<file path="src/rtl/my_serial_subtractor.sv">
// Bit-serial unsigned subtractor: D = A - B, LSB first, one full-subtractor cell
// and a registered borrow, sequenced with a start/busy/done handshake.
//
//   state   | meaning
//   --------+----------------------------------------------------------
//   ST_IDLE | waiting for start; D/Bo hold the last result
//   ST_RUN  | one operand bit per clock, LSB first; busy=1
//   ST_DONE | one-cycle done pulse; start here begins the next op at once
module my_serial_subtractor #(
  parameter int WIDTH = 4
) (
  input  logic             clk,
  input  logic             rst,
  input  logic             start,
  input  logic [WIDTH-1:0] A,
  input  logic [WIDTH-1:0] B,
  output logic             busy,
  output logic             done,
  output logic [WIDTH-1:0] D,
  output logic             Bo
);

  localparam int CW = $clog2(WIDTH) + 1;

  typedef enum logic [1:0] {
    ST_IDLE = 2'd0,
    ST_RUN  = 2'd1,
    ST_DONE = 2'd2
  } state_t;

  state_t           state;
  state_t           state_nxt;
  logic [WIDTH-1:0] a_sr;
  logic [WIDTH-1:0] b_sr;
  logic [WIDTH-1:0] res_sr;
  logic [CW-1:0]    cnt;
  logic             w;

  logic accept;
  logic last;
  logic a_bit;
  logic b_bit;
  logic d_bit;
  logic w_nxt;

  // Operands are accepted from IDLE and also from DONE for back-to-back runs.
  assign accept = start && (state != ST_RUN);
  assign last   = (state == ST_RUN) && (cnt == CW'(WIDTH - 1));

  assign a_bit = a_sr[0];
  assign b_bit = b_sr[0];
  assign d_bit = a_bit ^ b_bit ^ w;
  assign w_nxt = (~a_bit & b_bit) | (~(a_bit ^ b_bit) & w);

  always_ff @(posedge clk) begin
    if (rst) state <= ST_IDLE;
    else     state <= state_nxt;
  end

  always_comb begin
    state_nxt = state;
    case (state)
      ST_IDLE: if (start) state_nxt = ST_RUN;
      ST_RUN:  if (last)  state_nxt = ST_DONE;
      ST_DONE: state_nxt = start ? ST_RUN : ST_IDLE;
      default: state_nxt = ST_IDLE;
    endcase
  end

  always_comb begin
    busy = 1'b0;
    done = 1'b0;
    case (state)
      ST_RUN:  busy = 1'b1;
      ST_DONE: done = 1'b1;
      default: ;
    endcase
  end

  always_ff @(posedge clk) begin
    if (rst) begin
      a_sr   <= '0;
      b_sr   <= '0;
      res_sr <= '0;
      cnt    <= '0;
      w      <= 1'b0;
      D      <= '0;
      Bo     <= 1'b0;
    end else if (accept) begin
      a_sr   <= A;
      b_sr   <= B;
      res_sr <= '0;
      cnt    <= '0;
      w      <= 1'b0;
    end else if (state == ST_RUN) begin
      a_sr   <= a_sr >> 1;
      b_sr   <= b_sr >> 1;
      res_sr <= {d_bit, res_sr[WIDTH-1:1]};
      w      <= w_nxt;
      cnt    <= cnt + CW'(1);
      if (last) begin
        D  <= {d_bit, res_sr[WIDTH-1:1]};
        Bo <= w_nxt;
      end
    end
  end

endmodule

</file>
<file path="config.mk">
export PLATFORM = sky130hd
export DESIGN_NAME = my_serial_subtractor
export DESIGN_NICKNAME = d
export VERILOG_FILES = /design/src/rtl/my_serial_subtractor.sv
export SDC_FILE = /design/constraint.sdc
export NUM_CORES = 1
export LEC_CHECK = 0
export ABC_AREA = 1
export BUFFER_PORTS_ARGS = -buffer_cell sky130_fd_sc_hd__buf_2
export CORE_MARGIN = 2
export CORE_UTILIZATION = 43
export CTS_CLUSTER_DIAMETER = 120
export CTS_CLUSTER_SIZE = 20
export DETAILED_ROUTE_END_ITERATION = 8
export GPL_ROUTABILITY_DRIVEN = 1
export GPL_TIMING_DRIVEN = 0
export PLACE_DENSITY = 0.62
export SYNTH_ARGS = -nofsm -noshare
export SYNTH_HDL_FRONTEND = slang
export SYNTH_SLANG_ARGS = --single-unit
</file>
<file path="constraint.sdc">
create_clock -name clk -period 3.9 [get_ports clk]
set_clock_uncertainty 0.1 [all_clocks]
set_input_delay 0 -clock clk [delete_from_list [all_inputs] [get_ports clk]]
set_output_delay 0 -clock clk [all_outputs]
set_load 0.02 [all_outputs]
</file>
==> results of run 1 <==
sequential cells by signal, indices dropped and copies added (netlist names):
signal and flops:
state 2, w 1, a_sr 4, Bo 1, D 4, res_sr 3
b_sr 4, cnt 3
cell families after synthesis:
| logic type | after synthesis | share of synthesized area [%] |
|---|---|---|
| simple gates | 67 | 32.2 |
| flops | 22 | 44.8 |
| buf+inv | 21 | 11.1 |
| compound gates | 12 | 6.49 |
| fa+ha+maj | 3 | 4.58 |
| xor+xnor | 1 | 0.891 |
Yosys cell counts (all sizes together):
library cell  instances
nand2                34
inv                  16
nor2                  7
ha                    2
nand3                24
xor2                  1
buf                   4
a21oi                 9
or2                   2
o21ai                 3
fa                    1
clkbuf                1
dfxtp                22
what timing repair did:
action / in CTS / in global routing
resized for setup: 0 / 0
hold endpoints to repair: 11 / 0
hold buffers: 9 / 0
through the flow:
step	hold slack, ns	setup slack (ns)	instance area (µm²)	utilization [%]	total power, mW
6_report	0.0419	2.17	1250	56.9	0.475
3_3_place_gp	0.113	2.55	1100	50.4	0.296
3_5_place_dp	0.115	2.53	1100	50.4	0.298
5_1_grt	0.0630	2.01	1250	56.9	0.496
4_1_cts	0.0343	2.16	1250	56.9	0.480
2_1_floorplan	-0.0309	2.61	983	-	0.282
worst max path at each step:
stage | startpoint | endpoint | slack (ns) | cells past startpoint
floorplan | b_sr[0] | w | 2.61 | 4
global placement | cnt[0] | Bo | 2.55 | 7
detailed placement | cnt[0] | Bo | 2.53 | 7
CTS | state[1] | a_sr[3] | 2.16 | 6
global route | state[1] | a_sr[3] | 2.01 | 6
finish | state[1] | a_sr[3] | 2.17 | 6
where the power goes:
part,leakage (nW),switching (mW),internal (mW)
combinational,0.389,0.0336,0.0286
clock,0.0279,0.0713,0.104
sequential,0.179,0.00514,0.232
per-layer routing:
layer  up-vias  wire length (µm)
li1        458                 -
met1       417               924
met2        12              1070
met3         2                61
met4         0                16
met5         -                 0
critical path, delay by kind of cell, from the launching register on:
kind	cells	cell delay, ns
simple gates	2	0.21
flops	1	0.40
buf+inv	3	0.83
compound gates	1	0.14
area by class of cell:
cell class                      count  area share, %
Sequential cell                    22           35.3
Multi-Input combinational cell     83           34.8
Timing Repair Buffer               26           14.1
Inverter                           16           4.82
Buffer                              5           3.92
Tap cell                           28           2.81
Clock inverter                      1           2.41
Clock buffer                        3           1.81
==> results.txt, run 1 <==
On the critical path, the stage with the largest delay is an instance of dlygate4sd3_1. The total area of multi-input combinational cells is 434 µm². The die footprint is 2690 µm².

For flop-to-flop paths, the worst setup slack is 2.17 ns. The remaining routing DRC violations is 0. The area share of the leading cell type in the synthesized netlist came out at 44.8%. The biggest cell delay along the critical path is 0.55 ns. The largest net degree at the start of global routing is 14.

After layout, the worst path uses 44.4% of the clock period. The number of buffers added on ports is 17. The highest fanout seen on the critical path is 10. The largest total area in the synthesized netlist belongs to dfxtp_1. The top cell types in the final layout, fill and taps aside, are 25 x nand2_1, 24 x nand3_1, 22 x dfxtp_1.

The worst relative slew slack is 77.8%. In this run the number of H-tree levels came out at 1. For hold timing, the worst endpoint is state[0]. The floorplan die width came out at 51.8 µm. The worst reg2reg path endpoint is a_sr[3]. Dividing total power by cell area gives a power density of 381 nW/µm².

The measured slew at the worst slew-check pin is 0.333 ns. The post-synth net total came out at 140. The effective utilization at floorplan is 44.9%. The analysis attributes to cell leakage a power of 0.595 nW.

Once the clock tree was built, the setup fixing pass inserted 0 buffers. The clock transition at the registers of the reported paths came out at 0.13 ns. The sum of negative setup slack came out at 0 ns. 0 antenna diodes ended up in the layout. The fraction of final layout cells with drive strength greater than 1 came out at 26.3%. The TritonCTS clock tree is yes. The core region area came out at 2190 µm². The final layout contains 171 nets. The worst-case vdd ir drop is 0.000360 V. The flow ran to the end, and the final reports show no timing, DRC or antenna violations. The routed design could run at a clock period as short as 1.73 ns. Setup repair after global routing left no endpoint under its margin.

Traced cell by cell, the critical path runs through inv_1 -> nand2_2 -> buf_4 -> nand3_1 -> a21oi_1 -> dlygate4sd3_1. In the post-synthesis netlist, the biggest area contributors are dfxtp_1 45%, nand3_1 12%, nand2_1 9.5%, nand2_2 5.7%, inv_1 5.3%. The final-layout fill cell count came out at 225. The number of clock sinks came out at 22.

Summing all flip-flop and latch instances after layout gives 440 µm². The count of unique library cells instantiated by Yosys came out at 19. STA classifies the critical path startpoint as a flop. The required time of the critical path came out at 4.06 ns. The number of core rows came out at 17. Counting every instance in the synthesized netlist gives 126. The final cell count without fillers is 184. The via count of the first global-routing pass came out at 871. The area of the mapped netlist is 983 µm².

The routing usage on met3 is 3.45%. The launch point of the worst reg-to-reg path is state[1]. The worst setup path is captured at a flop. The root buffer cell chosen for the clock tree is clkbuf_4.

The detailed-routing iteration count for the pre-antenna-repair pass came out at 4. After synthesis the netlist holds a flip-flop and latch count of 22. Including well taps, the total number of placed cells is 171. The Yosys step of the flow raised 0 warnings.

In this run the most critical hold path is launched from start. The total congestion overflow after global routing is 0. Global routing used 18.8% of the available tracks. For this block, the initial DRC count from the detailed router was 10. The number of max-slew violations in the final report is 0.

The total routed wirelength came out at 2070 µm. The total count of hold-check failures in the final report is 0. The final setup violation count is 0. The register area share after synthesis came out at 44.8%. The met1 capacity usage during global routing is 22.7%. The number of buffers created by CTS came out at 3. The maximum achievable frequency came out at 0.578 GHz. The post-detailed-placement half-perimeter wirelength came out at 1400 µm. The average wire per standard cell came out at 11.2 µm. The via count is 889.

The via-per-instance ratio is 4.83. In this run the count of I/O pins placed on the die edge is 18. A synthesized cell averages 7.81 µm². The latest clock arrival within the worst-skew pair is 0.31 ns. The remaining number of nets flagged by the antenna check after routing came out at 0. The initial antenna violation count came out at 0. The maximum root-to-sink buffer count came out at 2.

The worst hold path passes through 4 cells. At the end of routability-driven placement, the weighted congestion stood at 0.687. The first global-routing pass estimated 3710 µm of wire. The most common library cell in the layout ignoring fill and taps is nand2_1. The setup path with the least slack is of type flop to flop.

The met2 routing resource usage after global routing came out at 32.5%. At the worst endpoint, the arrival time is 1.89 ns. The path class of the tightest hold or removal check is primary input to flop. From synthesis to final layout, the design area changed by 26.7%. The path depth of the worst reg2reg path came out at 6. The highest-utilization routing layer at the global route stage is met2.

The die height came out at 51.8 µm. Max-cap violations in this run came to 0.
Note: power is estimated with default switching activity, not from simulation.
==> run 2, diff against run 1 <==
- clock period: 3.9 -> 1.7 ns (I/O delays scaled with it)
==> run 2 against run 1 <==
  * Flip-flop and latch count stayed put
  * Die area stayed put
  * Count of clock-buffer cells in the layout unchanged
  * Sequential power grew 130%
  * Register-to-register slack got worse by 1.9 ns
  * Maximum frequency increased by 24%
  * Critical path type unchanged
==> results.txt, run 2 (same netlist as run 1, synthesis figures left out) <==
The total routed wirelength is 2090 µm (was 2070 µm). The placed instance count came out at 171 (unchanged). The final weighted congestion of routability-driven global placement came out at 0.687 (unchanged). The highest fanout seen on the critical path is 2 (was 10). The count of antenna diodes in the layout is 0 (unchanged). The first-iteration detailed-routing DRC count is 10 (unchanged).

The via count came out at 886 (was 889). The relative area change from synthesis to final layout came to 26.7% (unchanged). The clock tree root driver cell is clkbuf_4 (unchanged). The maximum root-to-sink buffer count is 2 (unchanged).

The required time of the critical path was 1.85 ns (was 4.06 ns). The number of I/O pins is 18 (unchanged). The depth of the CTS H-tree came out at 1 (unchanged). The data arrival time of the worst path is 1.54 ns (was 1.89 ns). The worst hold margin came out at 0.0419 ns (about the same). The number of buffers added on ports came out at 17 (unchanged). The detailed-routing iteration count for the pre-antenna-repair pass is 4 (unchanged).

The total congestion overflow after global routing was 0 (unchanged). RSZ-0062 raised after global routing: no (unchanged). The worst relative slew slack came to 77.8% (unchanged). The measured slew at the worst slew-check pin came out at 0.333 ns (about the same).

The classification of the worst-slack hold path is primary input to flop (unchanged). The number of maximum-capacitance constraint violations is 0 (unchanged). The fraction of final layout cells with drive strength greater than 1 is 26.3% (unchanged). The post-CTS setup buffer count was 0 (unchanged). The sum of negative setup slack came out at 0 ns (unchanged). The via-per-instance ratio was 4.82 (was 4.83). The final setup violation count is 0 (unchanged). The number of max-slew violations in the final report came out at 0 (unchanged). The remaining number of nets flagged by the antenna check after routing is 0 (unchanged).

The number of core rows is 17 (unchanged). The total count of hold-check failures in the final report was 0 (unchanged). The final cell count without fillers came to 184 (unchanged).

The largest net degree at the start of global routing is 14 (unchanged). The number of buffers created by CTS was 3 (unchanged). The die height came out at 51.8 µm (unchanged). The floorplan die width came out at 51.8 µm (unchanged). The category of the worst setup path capture point is a flop (unchanged).

The number of clock sinks is 22 (unchanged). The post-placement cell area came to 1100 µm² (unchanged). Result of the run: finished clean (unchanged). The initial antenna violation count is 0 (unchanged). The number of cells upsized or downsized after cts was 0 (unchanged). The final non-filler cell area came out at 1250 µm² (unchanged). The post-detailed-placement half-perimeter wirelength came out at 1400 µm (unchanged).

The static leakage is 0.593 nW (was 0.595 nW). The die footprint came out at 2690 µm² (unchanged). The via count of the first global-routing pass came to 872 (was 871). The clock period minus final worst setup slack is 1.39 ns (was 1.73 ns). The global-route total usage across every layer came out at 18.8% (unchanged).

The first-pass GRT wire length came to 3710 µm (unchanged). The remaining routing DRC violations is 0 (unchanged). The class of the most critical setup path was flop to flop (unchanged). The clock transition at the registers of the reported paths is 0.13 ns (about the same).

The startpoint type of the worst setup path is a flop (unchanged). The worst-case vdd ir drop came out at 0.000827 V (was 0.000360 V). The maximum achievable frequency is 0.719 GHz (was 0.578 GHz). Top flop regs: D (4), a_sr (4), b_sr (4) (unchanged). The power per cell area is 874 nW/µm² (was 381 nW/µm²).

Commonest non-fill, non-tap cells in the layout: 25 x nand2_1, 24 x nand3_1, 22 x dfxtp_1 (unchanged). The most common library cell in the layout ignoring fill and taps was nand2_1 (unchanged). The portion of the clock cycle consumed by the worst path in the final layout came to 81.8% (was 44.4%). The average wire per standard cell is 11.3 µm (was 11.2 µm). The latest clock arrival within the worst-skew pair came to 0.31 ns (about the same). The effective utilization at floorplan came out at 44.9% (unchanged).

The TritonCTS clock tree is yes (unchanged). The final layout net count came out at 171 (unchanged). The final core utilization is 56.9% (unchanged). The core region area came to 2190 µm² (unchanged).
==> run 2: cell counts in the layout (fill, tap and decap cells not counted) <==
No cell type changed its count.
==> run 2: worst paths after layout <==
kind / startpoint / to / slack, ns / cells after the start
min: start / state[0] / 0.04 / 4
max: cnt[0] / cnt[2] / 0.31 / 4
max reg2reg: cnt[0] / cnt[2] / 0.31 / 4
min reg2reg: w / w / 0.37 / 2
==> run 2: timing repair <==
| action | CTS | global route |
|---|---|---|
| setup endpoints to repair | 0 | 0 |
| hold buffers | 9 | 0 |
| hold endpoints to repair | 11 | 0 |
==> run 2: power by group <==
group | total [mW] | internal [mW] | switching (mW)
logic | 0.143 | 0.0656 | 0.0773
clock network | 0.402 | 0.238 | 0.164
registers | 0.545 | 0.533 | 0.0118
total | 1.09 | 0.837 | 0.253
==> run 2: final cells by class <==
type                    instances  area [µm²]
fillers                       224         945
well taps                      28        35.0
multi-input cells              83         434
clock buffers                   3        22.5
plain buffers                   5        48.8
repair buffers                 26         175
clock inverters                 1        30.0
flip-flops and latches         22         440
inverters                      16        60.1
==> run 2: worst max-delay path: stages (launching register included) <==
cell	delay, ns
dfxtp_1	0.35
ha_1	0.20
ha_1	0.26
or2_2	0.29
a21oi_1	0.12
==> run 2: through the flow <==
stage / setup WS [ns] / power [mW]
2_1_floorplan: 0.405 / 0.647
3_3_place_gp: 0.354 / 0.680
3_5_place_dp: 0.334 / 0.684
4_1_cts: 0.296 / 1.10
5_1_grt: 0.168 / 1.14
6_report: 0.310 / 1.09
==> run 2: per-layer routing <==
metal  vias up  wire, µm  GRT usage, %  share of wire (%)
met5         -         0             0                  0
met4         0        16          7.89               0.77
met3         2        61          3.45                2.9
met2        12      1080          32.7                 52
met1       414       929          22.5                 45
li1        458         -             -                  -
==> run 3, diff against run 2 <==
- PLACE_DENSITY: 0.62 -> 0.65
- clock period: 1.7 -> 1.24 ns (I/O delays scaled with it)
==> run 3 against run 2 <==
  * Largest power group unchanged
  * Final area rose by 14%
  * Utilization grew 8.1 points
  * Global-route usage rose by 2.0 points
  * First-iteration DRC count up 20%
  * Sequential share of layout area is 3.6 points lower
  * Count of clock-buffer cells in the layout up 1
  * The flow now finishes with violations (setup timing)
  * Register-to-register slack got worse by 0.34 ns
  * Sequential power rose by 38%
==> results.txt, run 3 (same netlist as run 1, synthesis figures left out) <==
The relative contribution of sequential cells to total power is 52.3% (was 50.0%). The floorplan die width came out at 51.8 µm (unchanged). The total buffers and inverters traversed by the critical path is 0 (unchanged). The setup slack of the critical path after layout came out at -0.0268 ns (was 0.310 ns). The via-per-instance ratio is 4.87 (was 4.82). The required time of the critical path came to 1.40 ns (was 1.85 ns).

The maximum root-to-sink buffer count came out at 2 (unchanged). The worst setup slack after placement came to -0.130 ns (was 0.334 ns). The fraction of final layout cells with drive strength greater than 1 came out at 43.0% (was 26.3%).

The category of the worst setup path capture point is a flop (unchanged). The launch point of the worst reg-to-reg path is a_sr[0] (was cnt[0]). The largest net degree at the start of global routing is 13 (was 14).

The number of max-slew violations in the final report was 0 (unchanged). The average wire per standard cell came out at 13.0 µm (was 11.3 µm). The cell-internal power is 1.04 mW (was 837 µW).

The worst-case vdd ir drop came out at 0.000706 V (was 0.000827 V). The number of cells traversed by the worst hold path came to 4 (unchanged). The worst-case register-to-register setup slack is -0.03 ns (was 0.31 ns). The count of antenna diodes in the layout is 0 (unchanged). Ordered list of cells on the worst path: fa_2 -> or2_4 -> a21oi_2 (was ha_1 -> ha_1 -> or2_2 -> a21oi_1). The final weighted congestion of routability-driven global placement is 0.694 (was 0.687). The effective utilization at floorplan is 44.9% (unchanged). The post-detailed-placement half-perimeter wirelength is 1400 µm (about the same). The data arrival time of the worst path is 1.43 ns (was 1.54 ns). The relative area change from synthesis to final layout is 44.8% (was 26.7%). The worst reg2reg path endpoint is w (was cnt[2]). The clock transition at the registers of the reported paths came out at 0.14 ns (was 0.13 ns).

The number of buffers added on ports came out at 17 (unchanged). The remaining routing DRC violations was 0 (unchanged). The total routed wirelength came out at 2520 µm (was 2090 µm). The highest fanout seen on the critical path is 2 (unchanged). The clock network power share is 29.4% (was 36.9%).

The initial antenna violation count came out at 0 (unchanged). The cell with the largest stage delay on the worst path is fa_2 (was dfxtp_1). The maximum achievable frequency came to 0.789 GHz (was 0.719 GHz). The total count of hold-check failures in the final report came out at 0 (unchanged).

The launch point of the worst hold path was start (unchanged). The number of I/O pins was 18 (unchanged). The power spent charging and discharging nets is 392 µW (was 253 µW). The biggest cell delay along the critical path is 0.39 ns (was 0.35 ns). The first-iteration detailed-routing DRC count came to 12 (was 10). The kind of cell with the highest combined delay on the critical path was adder cells (unchanged). The core region area is 2190 µm² (unchanged). Top flop regs: D (4), a_sr (4), b_sr (4) (unchanged). The startpoint type of the worst setup path is a flop (unchanged).

The die height was 51.8 µm (unchanged). The number of buffers created by CTS is 3 (unchanged). The final layout net count is 180 (was 171). The via count of the first global-routing pass was 935 (was 872). The post-placement cell area came out at 1110 µm² (was 1100 µm²). The die footprint came to 2690 µm² (unchanged). The portion of total power attributed to combinational logic is 18.3% (was 13.1%). The destination of the worst hold path is state[0] (unchanged).

The static leakage was 0.647 nW (was 0.593 nW). The portion of the clock cycle consumed by the worst path in the final layout came out at 102% (was 81.8%). The checks that failed: setup timing.

The clock period minus final worst setup slack is 1.27 ns (was 1.39 ns). The classification of the worst-slack hold path is primary input to flop (unchanged). The placed instance count is 171 (unchanged). The clock tree root driver cell is clkbuf_4 (unchanged). The worst relative slew slack came out at 80.2% (was 77.8%).

The detailed-routing iteration count for the pre-antenna-repair pass came to 4 (unchanged). The final setup violation count is 2 (was 0). The measured slew at the worst slew-check pin is 0.297 ns (was 0.333 ns).

The remaining number of nets flagged by the antenna check after routing is 0 (unchanged). Result of the run: finished with violations (was finished clean). The final non-filler cell area came out at 1420 µm² (was 1250 µm²). The number of clock sinks was 22 (unchanged). The number of core rows came out at 17 (unchanged). RSZ-0062 raised after global routing: yes (was no). The path depth of the worst reg2reg path is 3 (was 4). The depth of the CTS H-tree is 1 (unchanged).

Commonest non-fill, non-tap cells in the layout: 24 x nand2_1, 24 x nand3_1, 16 x buf_2 (was 25 x nand2_1, 24 x nand3_1, 22 x dfxtp_1). The first-pass GRT wire length is 4100 µm (was 3710 µm). The final-layout fill cell count is 180 (was 224). The worst hold margin is 0.0192 ns (was 0.0419 ns).

The class of the most critical setup path is flop to flop (unchanged). The via count came out at 940 (was 886). The TritonCTS clock tree is yes (unchanged). The latest clock arrival within the worst-skew pair came out at 0.32 ns (was 0.31 ns). The fraction of power spent switching nets is 27.3% (was 23.2%). The final cell count without fillers came to 193 (was 184). The power per cell area came out at 1010 nW/µm² (was 874 nW/µm²). The global-route total usage across every layer is 20.8% (was 18.8%). The number of maximum-capacitance constraint violations is 0 (unchanged). The total congestion overflow after global routing is 0 (unchanged).
run 3: changes by cell type in the layout (fill, tap and decap cells not counted), sizes merged:
cell / previous run / this run
buf: 21 / 30
bufinv: 1 / 0
clkbuf: 4 / 5
run 3: layer usage:
| layer | vias up | GRT usage [%] | part of all wire (%) |
|---|---|---|---|
| li1 | 477 | - | - |
| met1 | 446 | 23.9 | 42 |
| met2 | 15 | 37.1 | 54 |
| met3 | 2 | 2.59 | 2.2 |
| met4 | 0 | 11.0 | 1.1 |
| met5 | - | 0 | 0 |
run 3: worst max-delay path by stage:
| stage | from | to | slack (ns) | depth (start not counted) |
|---|---|---|---|---|
| 4_1_cts | a_sr[0] | w | -0.005 | 3 |
| 3_5_place_dp | cnt[1] | Bo | -0.13 | 7 |
| 5_1_grt | cnt[1] | D[2] | -0.08 | 8 |
| 2_1_floorplan | b_sr[0] | w | -0.01 | 4 |
| 6_report | a_sr[0] | w | -0.03 | 3 |
| 3_3_place_gp | cnt[1] | Bo | -0.1 | 7 |
run 3: tightest hold or removal path: stages:
cell and delay [ns]:
buf_2 0.10, clkbuf_4 0.18, nand2_1 0.08, a21oi_1 0.06
run 3: repair_timing:
item | 4_1_cts | 5_1_grt
cloned | 0 | 1
gates resized for setup | 17 | 16
hold endpoints to repair | 11 | 0
hold buffers | 9 | 0
pin swaps | 11 | 8
buffers inserted | 5 | 3
endpoints found under the setup margin | 10 | 23
run 3: power groups by stage:
stage                     clock [mW]  combinational, mW  sequential (mW)
final                          0.422              0.263            0.751
after global routing           0.450              0.288            0.754
after CTS                      0.418              0.226            0.749
after detailed placement           0              0.177            0.763
after global placement             0              0.173            0.762
after floorplan                    0              0.129            0.760
run 3: layout make-up:
class	count	area (µm²)	share of cell area, %
Multi-Input combinational cell	83	510	35.9
Timing Repair Buffer	35	273	19.2
Tap cell	28	35.0	2.46
Sequential cell	22	452	31.7
Buffer	5	52.6	3.69
Inverter	16	65.1	4.57
Clock buffer	4	36.3	2.55
run 3: per-stage QoR:
step	power [mW]	util [%]	setup TNS, ns
floorplan	0.889	-	-0.0103
detailed placement	0.940	50.8	-0.688
global route	1.49	65.0	-0.547
global placement	0.934	50.8	-0.480
CTS	1.39	60.5	-0.00883
finish	1.44	65.0	-0.0373
